===== src/rtl/vga_scan_gen_if.sv =====
// Signal bundle between the scan generator, the display controller and the VGA pins.
// master = scan generator (drives scan position and pins), slave = controller side.
interface vga_scan_gen_if;
    logic [11:0] rgb_in;
    logic [9:0]  scan_x;
    logic [9:0]  scan_y;
    logic        pix_tick;
    logic        video_on;
    logic        frame_start;
    logic [3:0]  vga_r;
    logic [3:0]  vga_g;
    logic [3:0]  vga_b;
    logic        hs;
    logic        vs;

    modport master (
        input  rgb_in,
        output scan_x, scan_y, pix_tick, video_on, frame_start,
        output vga_r, vga_g, vga_b, hs, vs
    );

    modport slave (
        output rgb_in,
        input  scan_x, scan_y, pix_tick, video_on, frame_start,
        input  vga_r, vga_g, vga_b, hs, vs
    );
endinterface


===== src/rtl/vga_scan_gen.sv =====
// VGA pixel divider, scan counters, sync generation and one-pixel output register stage.
// Optional VGA_BORDER_EN forces a white frame around the visible area.
module vga_scan_gen #(
    parameter int PIX_DIV = 4,
    parameter int H_VIS   = 640,
    parameter int H_FP    = 16,
    parameter int H_SYNC  = 96,
    parameter int H_BP    = 48,
    parameter int V_VIS   = 480,
    parameter int V_FP    = 10,
    parameter int V_SYNC  = 2,
    parameter int V_BP    = 33
) (
    input  logic           clk,
    input  logic           rst,
    vga_scan_gen_if.master vga
);
    localparam int H_TOTAL = H_VIS + H_FP + H_SYNC + H_BP;
    localparam int V_TOTAL = V_VIS + V_FP + V_SYNC + V_BP;
    localparam int DIV_W   = (PIX_DIV > 1) ? $clog2(PIX_DIV) : 1;

    localparam logic [DIV_W-1:0] DIV_LAST = DIV_W'(PIX_DIV - 1);
    localparam logic [9:0] H_LAST   = 10'(H_TOTAL - 1);
    localparam logic [9:0] V_LAST   = 10'(V_TOTAL - 1);
    localparam logic [9:0] H_VIS_C  = 10'(H_VIS);
    localparam logic [9:0] V_VIS_C  = 10'(V_VIS);
    localparam logic [9:0] HS_START = 10'(H_VIS + H_FP);
    localparam logic [9:0] HS_END   = 10'(H_VIS + H_FP + H_SYNC);
    localparam logic [9:0] VS_START = 10'(V_VIS + V_FP);
    localparam logic [9:0] VS_END   = 10'(V_VIS + V_FP + V_SYNC);

    logic [DIV_W-1:0] div_cnt_q, div_cnt_d;
    logic [9:0]       h_cnt_q, h_cnt_d;
    logic [9:0]       v_cnt_q, v_cnt_d;
    logic [11:0]      rgb_q, rgb_d;
    logic             hs_q, hs_d;
    logic             vs_q, vs_d;
    logic             fs_q, fs_d;

    logic             pix_tick;
    logic             h_last;
    logic             v_last;
    logic             video_on;
    logic             hs_raw;
    logic             vs_raw;
    logic [11:0]      pix_col;

    assign pix_tick = (div_cnt_q == DIV_LAST);
    assign h_last   = (h_cnt_q == H_LAST);
    assign v_last   = (v_cnt_q == V_LAST);
    assign video_on = (h_cnt_q < H_VIS_C) && (v_cnt_q < V_VIS_C);
    assign hs_raw   = !((h_cnt_q >= HS_START) && (h_cnt_q < HS_END));
    assign vs_raw   = !((v_cnt_q >= VS_START) && (v_cnt_q < VS_END));

`ifdef VGA_BORDER_EN
    localparam logic [9:0] H_EDGE = 10'(H_VIS - 1);
    localparam logic [9:0] V_EDGE = 10'(V_VIS - 1);
    logic on_border;
    assign on_border = (h_cnt_q == 10'd0) || (h_cnt_q == H_EDGE) ||
                       (v_cnt_q == 10'd0) || (v_cnt_q == V_EDGE);
    assign pix_col   = on_border ? 12'hFFF : vga.rgb_in;
`else
    assign pix_col   = vga.rgb_in;
`endif

    always_comb begin
        div_cnt_d = div_cnt_q + DIV_W'(1);
        h_cnt_d   = h_cnt_q;
        v_cnt_d   = v_cnt_q;
        rgb_d     = rgb_q;
        hs_d      = hs_q;
        vs_d      = vs_q;
        fs_d      = 1'b0;
        if (pix_tick) begin
            div_cnt_d = '0;
            // Colour and sync sample the pre-increment position, so both lag scan_x/y by one pixel.
            rgb_d = video_on ? pix_col : 12'h000;
            hs_d  = hs_raw;
            vs_d  = vs_raw;
            if (h_last) begin
                h_cnt_d = 10'd0;
                v_cnt_d = v_last ? 10'd0 : v_cnt_q + 10'd1;
                fs_d    = v_last;
            end else begin
                h_cnt_d = h_cnt_q + 10'd1;
            end
        end
    end

    always_ff @(posedge clk) begin
        if (rst) begin
            div_cnt_q <= '0;
            h_cnt_q   <= 10'd0;
            v_cnt_q   <= 10'd0;
            rgb_q     <= 12'h000;
            hs_q      <= 1'b1;
            vs_q      <= 1'b1;
            fs_q      <= 1'b0;
        end else begin
            div_cnt_q <= div_cnt_d;
            h_cnt_q   <= h_cnt_d;
            v_cnt_q   <= v_cnt_d;
            rgb_q     <= rgb_d;
            hs_q      <= hs_d;
            vs_q      <= vs_d;
            fs_q      <= fs_d;
        end
    end

    assign vga.scan_x      = h_cnt_q;
    assign vga.scan_y      = v_cnt_q;
    assign vga.pix_tick    = pix_tick;
    assign vga.video_on    = video_on;
    assign vga.frame_start = fs_q;
    assign vga.vga_r       = rgb_q[11:8];
    assign vga.vga_g       = rgb_q[7:4];
    assign vga.vga_b       = rgb_q[3:0];
    assign vga.hs          = hs_q;
    assign vga.vs          = vs_q;
endmodule


===== src/flat_wrapper.sv =====
// flat-port wrapper written by rule: the top's interface ports become plain ports
module vga_scan_gen_flat 
#(
    parameter int PIX_DIV = 4,
    parameter int H_VIS   = 640,
    parameter int H_FP    = 16,
    parameter int H_SYNC  = 96,
    parameter int H_BP    = 48,
    parameter int V_VIS   = 480,
    parameter int V_FP    = 10,
    parameter int V_SYNC  = 2,
    parameter int V_BP    = 33
)
  (clk, rst, vga_rgb_in, vga_scan_x, vga_scan_y, vga_pix_tick, vga_video_on, vga_frame_start, vga_vga_r, vga_vga_g, vga_vga_b, vga_hs, vga_vs);
  vga_scan_gen_if vga_i ();
  input  logic clk;
  input  logic rst;
  input wire logic [$bits(vga_i.rgb_in)-1:0] vga_rgb_in;
  output wire logic [$bits(vga_i.scan_x)-1:0] vga_scan_x;
  output wire logic [$bits(vga_i.scan_y)-1:0] vga_scan_y;
  output wire logic [$bits(vga_i.pix_tick)-1:0] vga_pix_tick;
  output wire logic [$bits(vga_i.video_on)-1:0] vga_video_on;
  output wire logic [$bits(vga_i.frame_start)-1:0] vga_frame_start;
  output wire logic [$bits(vga_i.vga_r)-1:0] vga_vga_r;
  output wire logic [$bits(vga_i.vga_g)-1:0] vga_vga_g;
  output wire logic [$bits(vga_i.vga_b)-1:0] vga_vga_b;
  output wire logic [$bits(vga_i.hs)-1:0] vga_hs;
  output wire logic [$bits(vga_i.vs)-1:0] vga_vs;
  assign vga_i.rgb_in = vga_rgb_in;
  assign vga_scan_x = vga_i.scan_x;
  assign vga_scan_y = vga_i.scan_y;
  assign vga_pix_tick = vga_i.pix_tick;
  assign vga_video_on = vga_i.video_on;
  assign vga_frame_start = vga_i.frame_start;
  assign vga_vga_r = vga_i.vga_r;
  assign vga_vga_g = vga_i.vga_g;
  assign vga_vga_b = vga_i.vga_b;
  assign vga_hs = vga_i.hs;
  assign vga_vs = vga_i.vs;
  vga_scan_gen #(.PIX_DIV(PIX_DIV), .H_VIS(H_VIS), .H_FP(H_FP), .H_SYNC(H_SYNC), .H_BP(H_BP), .V_VIS(V_VIS), .V_FP(V_FP), .V_SYNC(V_SYNC), .V_BP(V_BP)) u_core (.clk(clk), .rst(rst), .vga(vga_i));
endmodule

===== config.mk =====
export PLATFORM = sky130hd
export DESIGN_NAME = vga_scan_gen_flat
export DESIGN_NICKNAME = d
export VERILOG_FILES = /design/src/rtl/vga_scan_gen_if.sv /design/src/rtl/vga_scan_gen.sv /design/src/flat_wrapper.sv
export SDC_FILE = /design/constraint.sdc
export NUM_CORES = 1
export LEC_CHECK = 0
export CAP_MARGIN = 40
export CORE_MARGIN = 1.5
export CORE_UTILIZATION = 35
export DETAILED_ROUTE_END_ITERATION = 8
export DONT_BUFFER_PORTS = 1
export SETUP_SLACK_MARGIN = 0.15
export SYNTH_ARGS = -nofsm -noshare
export SYNTH_HDL_FRONTEND = slang
export SYNTH_SLANG_ARGS = --single-unit

===== constraint.sdc =====
create_clock -name clk -period 2.23 [get_ports clk]
set_input_delay 0.446 -clock clk [delete_from_list [all_inputs] [get_ports clk]]
set_output_delay 0.446 -clock clk [all_outputs]
set_load 0.05 [all_outputs]

== Word level (Yosys, flattened, before mapping) ==
Index checks and enable logic that the tools add are counted.
W data, S select, Z words.

* Input port bits: 14
* Register bits after elaboration: 37

* Reduce and logical (&&, ||, !) cells: 8
* Bitwise gates (word level): 2
* Add/subtract/negate cells: 3
* $lt $le $gt $ge: 6
* Multiplexer cells: 3
* Equality and inequality tests: 3

{| class="wikitable"
|+ Operators with widths
! kind !! count
|-
| $add A10 B1 Y10 const B || 2
|-
| $eq A10 B10 Y1 const B || 2
|-
| $lt A10 B10 Y1 const B || 2
|-
| $lt A10 B9 Y1 const B || 2
|-
| $mux W10 || 2
|-
| $mux W12 || 1
|-
| $ge A10 B10 Y1 const B || 1
|-
| $ge A10 B9 Y1 const B || 1
|-
| $logic_and A1 B1 Y1 || 3
|-
| $reduce_or A3 Y1 || 1
|-
| $add A2 B1 Y2 const B || 1
|-
| $eq A2 B2 Y1 const B || 1
|-
| $logic_not A1 Y1 || 2
|-
| $not A1 Y1 || 2
|-
| $reduce_and A2 Y1 || 1
|-
| $reduce_or A2 Y1 || 1
|}

== Logic depth before layout (Yosys ltp) ==
* Word-level depth: 3
* Gate-level depth with buffers: 6

== Worst setup path before layout ==
No wires, ideal clock.

* Kind: register to register
* From: register u_core.h_cnt_q[4] (netlist: u_core.vga.scan_x[4])
* To: register u_core.v_cnt_q[9] (netlist: u_core.vga.scan_y[9])
* Data required time: 2160 ps
* Arrival time: 2309 ps
* Setup time: 70 ps
* Stages on the path, launching flop included: 6
* Path slack: -149 ps
* Path through: dfxtp_1 or4b_1 buf_2 or4_4 or3_1 a21oi_1

* Cells in the longest elaborated chain, start to end: 2

{| class="wikitable"
|+ RTL lines
! what !! RTL line !! source
|-
| start, declared || vga_scan_gen.sv:33 || <nowiki>logic [9:0] h_cnt_q, h_cnt_d;</nowiki>
|-
| start signal, assigned || vga_scan_gen.sv:101 || <nowiki>h_cnt_q <= h_cnt_d;</nowiki>
|-
| $eq A10 B10 Y1 || vga_scan_gen.sv:49 || <nowiki>assign h_last = (h_cnt_q == H_LAST);</nowiki>
|-
| $reduce_and A2 Y1 (no source line) || n/a ||
|-
| end signal, assigned || vga_scan_gen.sv:102 || <nowiki>v_cnt_q <= v_cnt_d;</nowiki>
|-
| end, declared || vga_scan_gen.sv:34 || <nowiki>logic [9:0] v_cnt_q, v_cnt_d;</nowiki>
|}

No other way between the ends.
A chain may end at the register's enable or synchronous reset.

== Worst setup path after layout ==
* From: register u_core.h_cnt_q[6] (netlist: u_core.vga.scan_x[6])
* To: register u_core.v_cnt_q[8] (netlist: u_core.vga.scan_y[8])

Same word-level chain as after synthesis.

==> results by stage <==
GRT:
- Entering global routing, the biggest net connects 14 pins.
- The global-route usage over all layers is 15.7%.
- Global routing finished with a remaining overflow of 0.
- The number of global-route vias before repair is 1235.
- The first global-routing pass estimated 6.11 mm of wire.
- The number of antenna violations at the first check in global routing is 0.

Setup path:
- The critical path ends at u_core.vga.scan_y[8]$_SDFFE_PP0P_.
- The signal on the critical path passes through or4b_4, or3_1, or4_1, a21oi_1.
- The worst setup slack for register-to-register paths is 0.23 ns.
- Measured in cells, the most critical reg-to-reg path has a length of 4.
- STA classifies the critical path startpoint as a flop.
- The number of buffer and inverter instances along the worst setup path is 0.
- The category of the critical setup timing path is flop to flop.
- The largest fanout on the critical path is 8.
- The required time of the critical path is 2.45 ns.
- The maximum single-stage delay on the critical path is 0.58 ns.
- The endpoint arrival time on the critical path is 2.22 ns.
- The critical path runs through a total of 4 cells.
- The family with the most delay on the worst path is simple AND/OR/NAND/NOR gates.
- Tracing the worst setup path back leads to its startpoint at u_core.vga.scan_x[6]$_SDFFE_PP0P_.
- STA classifies the critical path endpoint as a flop.
- The worst-path cell with the longest stage delay is sky130_fd_sc_hd__or4b_4.
- The destination of the worst register-to-register timing path is u_core.vga.scan_y[8]$_SDFFE_PP0P_.
- The beginning of the worst register-to-register path is u_core.vga.scan_x[6]$_SDFFE_PP0P_.

Floorplan:
- The initial utilization of the core area, before any placement, comes to 36.0%.
- The core outline area is 4320 um^2.
- The height of the chip is 69.7 um.
- 51 I/O pins were placed.
- The overall die area is 4860 um^2.
- The floorplan has 24 rows.
- The die width is 69.7 um.

STA:
- The achievable frequency is 501 MHz.
- Setup violations remaining at the end of the flow were counted as 0.
- The max-slew violation total from the final report came to 0.
- For the pin with the worst max-slew slack, the measured transition is 0.832 ns.
- The final period utilization is 89.5%.
- Hold is met by 0.214 ns.
- Adding up every negative setup slack in the final design gives 0 ns.
- The number of failing hold endpoints at the final stage is 0.
- Headroom to the max-slew limit came out at 44.4%.
- Subtracting the final worst setup slack from the clock period gives 2.00 ns.
- The setup clock skew after layout is 0.00514 ns.
- The worst path meets setup with 0.234 ns of slack.
- Setup repair after global routing left no endpoint under its margin.

Layout:
- The post-synthesis to final-layout area growth is 22.6%.
- The repair_antennas step left the layout with diodes totalling 0.
- Once layout is done, the placed cells without fillers occupy 1910 um^2.
- At the end of the flow, the number of nets in the layout was 207.
- The library cells used most frequently in the layout, excluding fill and tap cells, are sky130_fd_sc_hd__dfxtp_1, sky130_fd_sc_hd__buf_4, sky130_fd_sc_hd__nor2_1.
- The final standard cell count with taps included and fillers excluded is 241.
- The post-route netlist has 23.3% of its cells at a drive strength greater than 1.
- Leaving out fill and tap cells, the most frequent cell in the layout is sky130_fd_sc_hd__dfxtp_1.
- At the end of the flow the core is filled with cells to 44.2%.

Placed design:
- The count of input and output buffers is 0.
- Summing all placed instances gives a cell area of 1800 um^2.
- Prior to clock tree synthesis, the placed netlist has a worst setup slack of 0.160 ns.
- The placer's final routability congestion estimate is 0.905.
- The wire-length estimate of the detail-placed layout is 2.77 mm.
- Counting tap cells, the placed design contains a total of 233 instances.

Synthesis:
- After synthesis the cells add up to 1560 um^2.
- Counting distinct cell types in the post-synthesis netlist gives 32.
- The number of flip-flops and latches in the synthesized netlist is 37.
- Sorting the synthesized cells by area gives the leading types as sky130_fd_sc_hd__dfxtp_1, sky130_fd_sc_hd__a22o_1, sky130_fd_sc_hd__xnor2_1.
- The sequential area share after synthesis is 47.6%.
- During synthesis, Yosys emitted a total of 0 warnings.
- The average size of a mapped cell is 9.44 um^2.
- Summed over all instances, the cell type with the most area after synthesis is sky130_fd_sc_hd__dfxtp_1.
- The share of Yosys cell area claimed by the top area cell type is 47.6%.
- The number of nets in the synthesized netlist is 184.
- After technology mapping, the gate count stands at 165.

CTS:
- The clock tree synthesis step divided the H-tree into 2 levels.
- At the later pin of the worst-skew pair, clock insertion delay measures 0.29 ns.
- The CTS tree is built.
- For this design, the CTS-stage hold fixing added 0 buffers.
- The number of cells upsized or downsized after cts is 1.
- TritonCTS created 5 clock buffers.
- The clock passes through at most 2 buffers.
- The number of setup buffers added after CTS is 0.
- The number of sinks driven by the clock tree is 37.
- The root buffer cell chosen for the clock tree is sky130_fd_sc_hd__clkbuf_8.
- The clock-pin slew on the worst setup and hold paths is 0.08 ns.

Pwr:
- The design draws 1.31 mW.
- Cell internal power was estimated by the tool at 0.982 mW.
- The analysis attributes to net switching a power of 0.323 mW.
- The reported leakage power is 0.709 nW.
- The power density normalized to cell area is 684 nW/um^2.
- VDD sags by at most 468 uV.
- The share of total power dissipated in combinational logic is 4.2%.
- Net switching is 24.8% of the power.
- The power share of the clock group is 41.3%.
- The share of power burned in registers is 54.5%.

Drt:
- The number of antenna-violating nets in the routed design is 0.
- For this run, design rule violations remaining after detail routing come to 0.
- The average detailed-routed wire length per instance is 15.0 um.
- The first detailed-routing pass took 4 iterations.
- The wire length after detailed routing is 3.62 mm.
- The DRC violation total after the first TritonRoute iteration is 41.
- The total number of vias is 1287.
- After detailed routing, the number of vias per cell comes to 5.34.

Status:
- The flow ran to the end, and the final reports show no timing, DRC or antenna violations.

Flow run:
- Max-cap violations in this run came to 0.

Min path:
- In this run the worst hold path is classified as input pin to flop.
==> layout make-up <==
cell class / count / area (um^2)
tap: 52 / 65.1
clock inverter: 2 / 15.0
multi-input combinational: 117 / 790
clock buffer: 6 / 93.8
sequential: 37 / 758
timing repair buffer: 23 / 173
fill: 422 / 2410
inverter: 4 / 15.0
==> worst min-delay path by stage <==
stage	cells past startpoint	slack, ns	to	startpoint
after floorplan	1	0.40	u_core.div_cnt_q[0]$_SDFF_PP0_	u_core.div_cnt_q[0]$_SDFF_PP0_
after global placement	1	0.41	u_core.div_cnt_q[0]$_SDFF_PP0_	u_core.div_cnt_q[0]$_SDFF_PP0_
after detailed placement	1	0.41	u_core.div_cnt_q[0]$_SDFF_PP0_	u_core.div_cnt_q[0]$_SDFF_PP0_
after CTS	1	0.20	u_core.vga.scan_x[1]$_SDFFE_PP0P_	rst
after global routing	1	0.20	u_core.vga.scan_x[1]$_SDFFE_PP0P_	rst
final	1	0.21	u_core.vga.scan_x[1]$_SDFFE_PP0P_	rst
==> registers in the layout, summed over array words and instances, names as in the netlist <==
name                    cells
u_core.rgb_q               12
u_core.vga.scan_x          10
u_core.vga.scan_y          10
u_core.vga.frame_start      1
u_core.div_cnt_q            2
u_core.vga.vs               1
u_core.vga.hs               1
==> Yosys cell counts, drive strengths merged <==
| cell type | instances |
|---|---|
| o21a | 1 |
| nor2 | 18 |
| nand4 | 8 |
| o21bai | 1 |
| or3 | 4 |
| and3 | 1 |
| or4b | 1 |
| clkbuf | 6 |
| buf | 1 |
| or4 | 4 |
| nor4 | 4 |
| o311ai | 1 |
| nand3 | 8 |
| nor2b | 1 |
| inv | 4 |
| and4 | 3 |
| nand2 | 7 |
| ha | 5 |
| a21oi | 5 |
| xor2 | 7 |
| nor3 | 6 |
| and2 | 1 |
| nor3b | 1 |
| nor4b | 1 |
| o21ai | 3 |
| a31oi | 1 |
| o31ai | 1 |
| nand2b | 4 |
| dfxtp | 37 |
| xnor2 | 8 |
| a22o | 12 |
==> cells by family after synthesis <==
logic type      share of synthesized area, %
xor+xnor                                8.43
fa+ha+maj                               4.02
compound gates                          12.0
buf+inv                                 2.73
flops                                   47.6
simple gates                            25.3
==> routing by layer <==
metal | part of all wire [%] | wire length, um | vias to the layer above | GRT usage [%]
met5 | 0 | 0 | - | 0
met1 | 44 | 1600 | 594 | 19.6
met3 | 7.8 | 283 | 4 | 6.40
met4 | 1.1 | 38 | 0 | 4.49
li1 | - | - | 640 | -
met2 | 47 | 1690 | 49 | 25.0
==> power by group through the flow <==
stage	sequential [mW]	combinational (mW)	clock, mW
floorplan	0.731	0.0385	0
global placement	0.726	0.0536	0
detailed placement	0.727	0.0558	0
CTS	0.711	0.0559	0.558
global route	0.713	0.0617	0.584
finish	0.711	0.0551	0.539
Power figures use the tool's default switching activity.
